File: config.mk
export PLATFORM = sky130hd
export DESIGN_NAME = arb31x32
export DESIGN_NICKNAME = d
export VERILOG_FILES = /design/src/rtl/arb31_pkg.sv /design/src/rtl/mux31x32.sv /design/src/rtl/rr_pick3.sv /design/src/rtl/arb31x32.sv
export SDC_FILE = /design/constraint.sdc
export NUM_CORES = 1
export LEC_CHECK = 0
export ABC_AREA = 1
export BUFFER_PORTS_ARGS = -buffer_cell sky130_fd_sc_hd__buf_4
export CORE_ASPECT_RATIO = 1.75
export CORE_UTILIZATION = 48
export CTS_CLUSTER_DIAMETER = 80
export DETAILED_ROUTE_END_ITERATION = 8
export PLACE_DENSITY_LB_ADDON = 0.05
export RECOVER_POWER = 50
export SYNTH_ARGS = -nofsm -noshare
export SYNTH_HDL_FRONTEND = slang
export SYNTH_SLANG_ARGS = --single-unit
File: constraint.sdc
create_clock -name clk -period 5.5 [get_ports clk]
set_input_delay 0.275 -clock clk [delete_from_list [all_inputs] [get_ports clk]]
set_output_delay 0.275 -clock clk [all_outputs]
set_load 0.02 [all_outputs]
File: src/rtl/arb31_pkg.sv
// arb31_pkg: select codes, widths and grant/select helpers shared by arb31x32.
package arb31_pkg;

  localparam int unsigned OPW = 32;
  localparam int unsigned SW  = 2;
  localparam int unsigned BCW = 4;

  localparam logic [SW-1:0] SEL_A = 2'b00;
  localparam logic [SW-1:0] SEL_B = 2'b01;
  localparam logic [SW-1:0] SEL_C = 2'b10;

  // select code to one-hot requester mask
  function automatic logic [2:0] sel2oh(input logic [SW-1:0] sel);
    logic [2:0] oh;
    case (sel)
      SEL_A:   oh = 3'b001;
      SEL_B:   oh = 3'b010;
      SEL_C:   oh = 3'b100;
      default: oh = 3'b000;
    endcase
    return oh;
  endfunction

  // one-hot grant to select code
  function automatic logic [SW-1:0] oh2sel(input logic [2:0] oh);
    logic [SW-1:0] sel;
    if (oh[2])      sel = SEL_C;
    else if (oh[1]) sel = SEL_B;
    else            sel = SEL_A;
    return sel;
  endfunction

endpackage

File: src/rtl/mux31x32.sv
// mux31x32: shared 32-bit 3:1 operand mux; the unused code 11 yields zero.
module mux31x32
  import arb31_pkg::*;
(
  input  logic [OPW-1:0] a,
  input  logic [OPW-1:0] b,
  input  logic [OPW-1:0] c,
  input  logic [SW-1:0]  s,
  output logic [OPW-1:0] y
);

  // select one operand
  always_comb begin
    y = '0;
    case (s)
      SEL_A:   y = a;
      SEL_B:   y = b;
      SEL_C:   y = c;
      default: y = '0;
    endcase
  end

endmodule

File: src/rtl/rr_pick3.sv
// rr_pick3: combinational next-grantee for three requesters.
// ARB31X32_FIXED_PRIO_EN selects fixed priority a > b > c instead of
// round-robin with burst hold.
module rr_pick3
  import arb31_pkg::*;
#(
  parameter int unsigned BURST = 1
) (
  input  logic [2:0]     req,
  input  logic [SW-1:0]  last,
  input  logic [BCW-1:0] burst_cnt,
  input  logic           accept_en,
  output logic [2:0]     gnt
);

`ifdef ARB31X32_FIXED_PRIO_EN

  logic unused_rr;
  assign unused_rr = ^{last, burst_cnt};

  // fixed priority a > b > c
  always_comb begin
    gnt = 3'b000;
    if (accept_en) begin
      if (req[0])      gnt = 3'b001;
      else if (req[1]) gnt = 3'b010;
      else if (req[2]) gnt = 3'b100;
    end
  end

`else

  logic [SW-1:0] p1;
  logic [SW-1:0] p2;
  logic [2:0]    last_oh;
  logic [2:0]    others;
  logic          hold_ok;

  // round-robin with burst hold; burst_cnt==0 means nobody holds yet (post reset)
  always_comb begin
    gnt     = 3'b000;
    last_oh = sel2oh(last);
    others  = req & ~last_oh;
    hold_ok = (burst_cnt != '0) && (burst_cnt < BCW'(BURST));
    case (last)
      SEL_A:   begin p1 = SEL_B; p2 = SEL_C; end
      SEL_B:   begin p1 = SEL_C; p2 = SEL_A; end
      default: begin p1 = SEL_A; p2 = SEL_B; end
    endcase
    if (accept_en && (req != 3'b000)) begin
      if (((req & last_oh) != 3'b000) && (hold_ok || (others == 3'b000)))
        gnt = last_oh;
      else if ((req & sel2oh(p1)) != 3'b000)
        gnt = sel2oh(p1);
      else
        gnt = sel2oh(p2);
    end
  end

`endif

endmodule

File: src/rtl/arb31x32.sv
// arb31x32: three-requester arbiter driving mux31x32 into a valid/ready output
// register. Define ARB31X32_FIXED_PRIO_EN for fixed priority a > b > c.
module arb31x32
  import arb31_pkg::*;
#(
  parameter int unsigned BURST = 1
) (
  input  logic           clk,
  input  logic           reset,
  input  logic [2:0]     req,
  input  logic [OPW-1:0] a,
  input  logic [OPW-1:0] b,
  input  logic [OPW-1:0] c,
  output logic [2:0]     gnt,
  output logic [SW-1:0]  s,
  output logic [OPW-1:0] dataout,
  output logic           out_valid,
  input  logic           out_ready,
  output logic [SW-1:0]  out_src
);

  logic [SW-1:0]  last_q;
  logic [BCW-1:0] burst_cnt_q;
  logic [SW-1:0]  s_q;
  logic [OPW-1:0] mux_y;
  logic           accept_en;
  logic           grant;
  logic [SW-1:0]  gnt_sel;

  // room for a word when empty or draining this cycle; never grant in reset
  assign accept_en = (!out_valid || out_ready) && !reset;

  rr_pick3 #(.BURST(BURST)) u_pick (
    .req       (req),
    .last      (last_q),
    .burst_cnt (burst_cnt_q),
    .accept_en (accept_en),
    .gnt       (gnt)
  );

  // select follows the grant, otherwise holds the last one used
  always_comb begin
    grant   = |gnt;
    gnt_sel = oh2sel(gnt);
    s       = grant ? gnt_sel : s_q;
  end

  mux31x32 u_mux (
    .a (a),
    .b (b),
    .c (c),
    .s (s),
    .y (mux_y)
  );

  // output register, arbitration pointer and burst counter
  always_ff @(posedge clk) begin
    if (reset) begin
      dataout     <= '0;
      out_valid   <= 1'b0;
      out_src     <= SEL_A;
      s_q         <= SEL_A;
      last_q      <= SEL_C;
      burst_cnt_q <= '0;
    end else if (grant) begin
      dataout   <= mux_y;
      out_valid <= 1'b1;
      out_src   <= gnt_sel;
      s_q       <= gnt_sel;
      last_q    <= gnt_sel;
      if (gnt_sel == last_q)
        burst_cnt_q <= (burst_cnt_q < BCW'(BURST)) ? burst_cnt_q + BCW'(1) : burst_cnt_q;
      else
        burst_cnt_q <= BCW'(1);
    end else if (out_ready) begin
      out_valid <= 1'b0;
    end
  end

endmodule

### After elaboration in Yosys (flattened, before gate mapping)

Cells that the tools add are included.

* bits in registers: 43
* input port bits: 102
* output and inout bits: 40
* logic and storage cells: 60

* add/subtract/negate cells: 1
* order comparisons: 1
* equal/unequal tests: 10
* mux-type cells: 18
* bitwise logic cells: 4
* reduce and logical (&&, ||, !) cells: 20

Operator list (count)
* one-hot mux 32 bit (3 select lines): 1
* one-hot mux 3 bit (3 select lines): 3
* two-way mux 3 bit: 5
* AND 3 bit: 3
* nonzero test 3 bit: 3
* == test 2 x 1 -> 1 bit, second input constant: 4
* == test 2 bit, second input constant: 4
* zero test 2 bit: 4
* two-way mux 4 bit: 2
* one-hot mux 2 bit (2 select lines): 2
* adder 4 x 1 -> 4 bit, second input constant: 1
* logical AND 1 bit: 4
* less-than comparator 4 x 1 -> 1 bit, second input constant: 1
* two-way mux 2 bit: 2
* nonzero test 4 bit: 1
* zero test 3 bit: 1
* two-way mux 1 bit: 3
* NOT 3 bit: 1
* OR reduction 3 bit: 1
* == test 2 bit: 1
* zero test 1 bit: 2
* logical OR 1 bit: 2
* inequality test 2 x 1 -> 1 bit, second input constant: 1
* AND reduction 2 bit: 1
* nonzero test 2 bit: 1

### Logic depth before layout (Yosys ltp)

Gate-level depths: netlist of run 1.

* word-level depth: 19
* mapped depth: 16

### Modules after synthesis

From an unflattened synthesis of run 1, not the netlist that was laid out.

* cells, all modules: 393
* area, all modules: 2600.0 um2

By module, submodules not included
* arb31x32: times used 1, cells each 207, area each 1644.1 um2, sequential area each 840.8 um2
* mux31x32: times used 1, cells each 148, area each 782.0 um2, sequential area each 0.0 um2
* rr_pick3: times used 1, cells each 38, area each 173.9 um2, sequential area each 0.0 um2

### Worst setup path after synthesis of run 1

Ideal clock, no wire load.

* kind: input port to output port
* start point: input port reset
* end point: output port gnt[0]
* arrival: 1.552 ns
* setup slack: 3.673 ns
* stages: 7
* path buffers: 2
* cells stage by stage: buf_2 clkinv_4 nand2_1 a31oi_4 clkbuf_1 o21ai_0 a21oi_1

* longest elaborated chain between the ends: 4

Ends and longest elaborated chain
* start, declared: line arb31x32.sv:9 `input logic reset,`
* zero test 1 bit: line arb31x32.sv:31 `assign accept_en = (!out_valid || out_ready) && !reset;`
* logical AND 1 bit: line arb31x32.sv:31
* logical AND 1 bit: line rr_pick3.sv:50 `if (accept_en && (req != 3'b000)) begin`
* two-way mux 3 bit: line rr_pick3.sv:50
* end, declared: line arb31x32.sv:14 `output logic [2:0] gnt,`

Every way passes these cells.

### Final worst setup path of run 1

* start point: register out_valid
* end point: register dataout[30]

* longest elaborated chain between the ends: 10

Ends and longest elaborated chain
* start, declared: line arb31x32.sv:17 `output logic out_valid,`
* start signal, assigned: line arb31x32.sv:60 `out_valid <= 1'b0;`
* start signal, assigned: line arb31x32.sv:67 `out_valid <= 1'b1;`
* start signal, assigned: line arb31x32.sv:76 `out_valid <= 1'b0;`
* zero test 1 bit *: line arb31x32.sv:31
* logical OR 1 bit *: line arb31x32.sv:31
* logical AND 1 bit *: line arb31x32.sv:31
* logical AND 1 bit *: line rr_pick3.sv:50
* two-way mux 3 bit *: line rr_pick3.sv:50
* two-way mux 1 bit: line arb31_pkg.sv:28 `else if (oh[1]) sel = SEL_B;`
* two-way mux 2 bit: line arb31_pkg.sv:27 `if (oh[2]) sel = SEL_C;`
* two-way mux 2 bit
* == test 2 bit (tied with other cells): line mux31x32.sv:15 `case (s)`
* one-hot mux 32 bit (3 select lines): line mux31x32.sv:15
* end signal, assigned: line arb31x32.sv:66 `dataout <= mux_y;`
* end, declared: line arb31x32.sv:16 `output logic [OPW-1:0] dataout,`

Mark *: on every way between the ends. The rest lies on a longest branch, timed or not.
A chain may end at the register's enable or synchronous reset.

==> flow_summary.yaml, run 1 <==
clock_network:
  post-cts-setup-buffer-count: 0
  root_buffer: "clkbuf_8"
  cts.sinks: 42
  holdBufCountCts: 0
  clk_pin_slew_ns: 0.08
  cts_buffer_depth: 2
  clock_latency_ns: 0.29
  cts_max_level: 2
  cts_tree: "yes"
  cts_made_buffers: 5
  cts.repair.resized: 0
critical_path:
  cpPeakStageDelay_ns: 0.61
  path_cells: "nand2_1, nand2_1, a31oi_4, nand3_1, nand2_4, inv_2, nand3_1, nand2_1, nor2_1, nor2_1"
  crit_top_cell: "nand2_1"
  cp.arrival_ns: 3.01
  crit_path_max_fanout: 35
  crit_path_top_delay_cell: "a31oi_4"
  worstSetupStartpointType: "flop"
  required_ns: 5.68
  end_kind: "flop"
  critPathKind: "flop to flop"
placed_design:
  dp_cells: 588
  hpwlAfterDp_mm: 5.48
  routabilityCongestion: 0.865
  portBuffers: 141
detailed_routing:
  ant_nets: 0
  drt_iter0_markers: 169
  via_count: 3108
  drt-wirelength-per-cell_um: 12.7
  routed_wl_mm: 7.55
  vias_per_cell: 5.21
  first_pass_iters: 7
  drcViolationCount: 7
timing:
  hold_viol_final: 0
  timing.hold.ws_ns: 0.219
  finalSetupViolations: 0
  drv_slew: 0
  fin_worst_skew_ns: 0.00653
  tightestPinTransition_ns: 0.734
  relSlewSlack_pct: 51.0
  rsz0062_at_grt: "no"
  tns_ns: 0
  fmax_ghz: 0.353
  min_period_ns: 2.83
  period_share_pct: 51.5
run_status:
  status: "finished, violations left"
  violations: "DRC"
synth:
  netlist_instances: 419
  ys_top_cells_by_area: "dfxtp_1 32%, nand2_1 18%, nand3_1 15%, nor2_1 10%, o21ai_0 6.8%"
  yosysUniqueCellTypes: 22
  yosysSeqAreaShare_pct: 32.5
  synth_top_cell_area_share_pct: 32.5
  syn_area_sq_um: 2590
  syn-num-nets: 524
  synth_top_cell_by_area: "dfxtp_1"
  avgSynthCellArea_sq_um: 6.18
  ys_warn_count: 0
  synth-seq-cells: 42
final_layout:
  fillerInstances: 546
  final_cell_mix: "122 x nand2_1, 106 x buf_4, 77 x nand3_1"
  final-seq-area_sq_um: 841
  final_util_pct: 67.3
  layout.cells.most_common: "nand2_1"
  syn2layout_area_growth_pct: 35.6
  n_antenna_cell: 0
  fin_cells: 596
  multiInputGateArea_sq_um: 1490
  final_nets: 645
  layout-drive-gt1-share_pct: 24.0
floorplanning:
  core_sq_um: 5210
  dieArea_sq_um: 5700
  die-width_um: 57.5
  die_h_um: 99.1
  start_util_pct: 49.7
  rows: 35
  io_pins: 142
power_and_ir_drop:
  power.leakage_nw: 1.78
  p_total_mw: 0.938
  p_per_area_nw_per_um2: 267
  ir_drop_mv: 0.199
global_routing:
  first_global_vias: 2969
  grt_max_degree: 44
  grt_pass1_wl_mm: 12.6
  antenna_found_initial: 0
  overflow: 0
  track_usage_pct: 27.7
run:
  maxCapViolCount: 0
hold_path:
  hold_path_class: "input pin to flop"
layer usage:
layer	vias to the layer above	global-route usage (%)	routed length, um
met5	-	0	0
met4	0	10.7	214
met3	17	4.29	466
met2	123	52.1	4030
met1	1377	29.9	2840
li1	1591	-	-
worst max-delay path: cells and delay by family (launching register included):
family | cells | cell delay [ns]
AND/OR/NAND/NOR | 8 | 1.40
flip-flops | 1 | 0.32
buffers and inverters | 1 | 0.35
AO/OA/AOI/OAI | 1 | 0.61
registers in the layout, indices dropped and copies added (netlist names):
name / cells
s_q: 2
out_src: 2
out_valid: 1
burst_cnt_q: 4
last_q: 1
dataout: 32
cell usage after synthesis (all sizes together):
cell type and number:
inv 20, nor3b 1, a31oi 1, clkbuf 9, o21ai 35, nand4 3, nand3 78, clkinv 1
ha 3, a21oi 8, nand2 128, o211ai 1, buf 19, nor2 70, dfxtp 42
metrics by stage:
| step | setup WS, ns | instance area, sq um |
|---|---|---|
| 2_1_floorplan | 3.67 | 2590 |
| 3_3_place_gp | 2.64 | 3560 |
| 3_5_place_dp | 2.55 | 3560 |
| 4_1_cts | 2.80 | 3650 |
| 5_1_grt | 2.36 | 3510 |
| 6_report | 2.67 | 3510 |
worst paths after layout:
check	startpoint	endpoint	slack, ns	cells past startpoint
worst max register to register	out_valid	dataout[30]	2.67	10
worst min-delay path	reset	out_valid	0.22	2
worst min register to register	burst_cnt_q[2]	burst_cnt_q[2]	0.46	2
worst max-delay path	out_valid	dataout[30]	2.67	10
layout make-up:
type                            count  area share, %
Multi-Input combinational cell    328           42.5
Timing Repair Buffer              142           26.5
Sequential cell                    42           24.0
Clock buffer                        7           2.46
Inverter                           21           2.39
Tap cell                           55           1.96
Clock inverter                      1          0.143
cell families after synthesis:
group | Yosys count | synth area share, %
simple gates | 280 | 47.2
compound gates | 45 | 9.43
buf+inv | 49 | 9.43
flops | 42 | 32.5
fa+ha+maj | 3 | 1.45
power by group:
group          switching (mW)  internal (mW)
Sequential             0.0182          0.335
Clock                   0.104          0.101
Combinational           0.243          0.136
(Power assumes the default switching activity.)
==> inputs of run 2 (changes only) <==
- ABC_AREA: 1 -> 0
- CORE_UTILIZATION: 48 -> 42
- clock period: 5.5 -> 2.3 ns (I/O delays scaled with it)
==> run 2 against run 1 <==
Net effect:
- the flow now finishes without violations
- synthesized cell count fell by 18%
- total power rose to 3.0 times the previous value
- register-to-register slack got worse by 2.6 ns
- die area rose by 26%
- core utilization fell by 2.1 points
- count of clock-buffer cells in the layout fell by 1
- hold slack got worse by 0.16 ns
- combinational power rose to 2.9 times the previous value
- sequential share of layout area fell by 4.3 points
- clock power rose to 4.1 times the previous value
- critical path type unchanged
- largest cell class unchanged
- largest power group unchanged
==> flow_summary.yaml, run 2 <==
run_status:
  status: "finished clean"
hold_path:
  hold_path_class: "input pin to flop"
  min_delay_worst_endpoint: "dataout[16]"
  min_from: "b[16]"
  min_path_cells: 3
floorplanning:
  start_util_pct: 43.7
  rows: 39
  io_pins: 142
  die-width_um: 64.6
  dieArea_sq_um: 7210
  die_h_um: 112
  core_sq_um: 6590
critical_path:
  reg2reg_depth: 13
  timing.rr.start: "burst_cnt_q[0]"
  cp.arrival_ns: 2.47
  critPathKind: "flop to flop"
  cp-startpoint: "burst_cnt_q[0]"
  crit_top_cell: "buf_4"
  r2r_setup_slack_ns: 0.04
  cpPeakStageDelay_ns: 0.33
  path_cells: "inv_2, ha_4, nor4b_4, buf_6, a21oi_2, mux2_4, nand3_4, nand3_2, buf_4, buf_4, buf_4, buf_4, a21oi_2"
  end_kind: "flop"
  rr_endpoint: "s_q[1]"
  crit_path_max_fanout: 7
  required_ns: 2.51
  crit_path_top_delay_cell: "dfxtp_2"
  worstSetupStartpointType: "flop"
timing:
  setup_slack_ns: 0.0389
  min_period_ns: 2.26
  tightestPinTransition_ns: 0.518
  rsz0062_at_grt: "yes"
  fin_worst_skew_ns: 0.00617
  finalSetupViolations: 0
  relSlewSlack_pct: 65.4
  hold_viol_final: 0
  fmax_ghz: 0.442
  tns_ns: 0
  drv_slew: 0
  timing.hold.ws_ns: 0.0593
  period_share_pct: 98.3
final_layout:
  fillerInstances: 626
  top_regs: "dataout x32, burst_cnt_q x4"
  n_antenna_cell: 0
  top_register: "dataout"
  fin_cells: 565
  syn2layout_area_growth_pct: 49.2
  final_nets: 588
  post-route-cell-area_sq_um: 4300
  largest_register_ffs: 32
  final_cell_mix: "127 x buf_4, 43 x nand2_1, 40 x dfxtp_1"
  final_util_pct: 65.3
  layout-drive-gt1-share_pct: 42.0
  layout.cells.most_common: "buf_4"
clock_network:
  root_buffer: "clkbuf_16"
  cts.sinks: 42
  cts_max_level: 2
  clock_latency_ns: 0.28
  clk_pin_slew_ns: 0.06
  cts_made_buffers: 5
  holdBufCountCts: 0
  cts_buffer_depth: 2
  cts_tree: "yes"
synth:
  yosysUniqueCellTypes: 52
  synth_top_cell_by_area: "dfxtp_1"
  syn_area_sq_um: 2880
  synth_top_cell_area_share_pct: 29.2
  netlist_instances: 345
  yosysSeqAreaShare_pct: 29.2
  ys_top_cells_by_area: "dfxtp_1 29%, o211ai_2 13%, nor3b_1 8.3%, a31oi_1 7.6%, nand4_1 7.4%"
  ys_warn_count: 0
  synth_common_cells: "45 x nand2_1, 42 x dfxtp_1, 35 x a31oi_1"
  avgSynthCellArea_sq_um: 8.35
  synth_enable_flop_cells: 0
  async_flop_share_pct: 0
  synthFlopType: "dfxtp_1"
  synth.most_common_cell: "nand2_1"
  syn-num-nets: 450
  synth-seq-cells: 42
placed_design:
  post_dp_cell_area_sq_um: 4040
  dp_cells: 548
  routabilityCongestion: 0.915
  hpwlAfterDp_mm: 6.47
  pre_cts_slack_ns: -0.00653
  portBuffers: 141
global_routing:
  grt_pass1_wl_mm: 14.8
  overflow: 0
  antenna_found_initial: 0
  track_usage_pct: 26.1
  first_global_vias: 3175
  grt_max_degree: 65
power_and_ir_drop:
  p_per_area_nw_per_um2: 665
  power.leakage_nw: 1.78
  p_total_mw: 2.86
  ir_drop_mv: 0.444
detailed_routing:
  first_pass_iters: 6
  vias_per_cell: 5.75
  via_count: 3246
  drt-wirelength-per-cell_um: 16.7
  drcViolationCount: 0
  routed_wl_mm: 9.46
  drt_iter0_markers: 307
  ant_nets: 0
run:
  maxCapViolCount: 0
-- run 2: cell count changes after synthesis, moves of 30 or more --
| cell | change |
|---|---|
| a31oi_1 | +35 |
| nand3_1 | -72 |
| nor2_1 | -61 |
| nor3b_1 | +31 |
| nand4_1 | +31 |
| o211ai_2 | +30 |
| nand2_1 | -77 |
| o21ai_0 | -33 |
-- run 2: worst max-delay path by stage --
stage / to / slack (ns) / cells after the start
floorplan: dataout[11] / 0.04 / 10
global route: s[1] / -0.03 / 10
CTS: s[1] / -0.04 / 10
detailed placement: dataout[4] / -0.007 / 10
finish: s_q[1] / 0.04 / 13
global placement: dataout[7] / 0.04 / 10
-- run 2: layout make-up --
class	instances	area, sq um	share of cell area [%]
multi-input cells	252	1900	44.3
inverters	9	36.3	0.844
flip-flops and latches	42	843	19.6
clock inverters	1	30.0	0.698
well taps	82	103	2.39
repair buffers	173	1240	29.0
clock buffers	6	139	3.23
-- run 2: kinds of logic (layout without fill, tap and decap cells) --
| kind of cell | after synthesis | count (layout) | share of synthesized area (%) |
|---|---|---|---|
| AND/OR/NAND/NOR | 143 | 143 | 28.7 |
| adder cells (fa/ha/maj) | 3 | 3 | 1.30 |
| flip-flops | 42 | 42 | 29.2 |
| AO/OA/AOI/OAI | 103 | 103 | 30.6 |
| multiplexers | 3 | 3 | 1.09 |
| buffers and inverters | 51 | 189 | 9.16 |
-- run 2: layer usage --
metal | GRT usage (%) | part of all wire [%] | vias to the layer above
met2 | 47.9 | 55 | 124
li1 | - | - | 1590
met3 | 4.61 | 5.0 | 18
met1 | 28.1 | 37 | 1514
met4 | 11.4 | 2.9 | 0
met5 | 0 | 0 | -
-- run 2: repair_timing --
action | 4_1_cts | 5_1_grt
setup endpoints to repair | 29 | 41
setup buffers | 9 | 0
pin swaps | 8 | 5
cloned | 2 | 0
gates resized for setup | 25 | 11
-- run 2: power breakdown --
group          total [mW]  switching, mW  internal (mW)  leakage, nW
registers           0.910         0.0654          0.845        0.349
logic                1.11          0.625          0.488         1.35
clock network       0.835          0.298          0.536       0.0829
-- run 2: worst max-delay path: cells and delay by family (launching register included) --
kind	cells	cell delay, ns
buffers and inverters	6	0.74
and+or+nand+nor	3	0.46
AOI/OAI and AO/OA	2	0.19
DFF	1	0.33
muxes	1	0.32
adders and majority gates	1	0.16
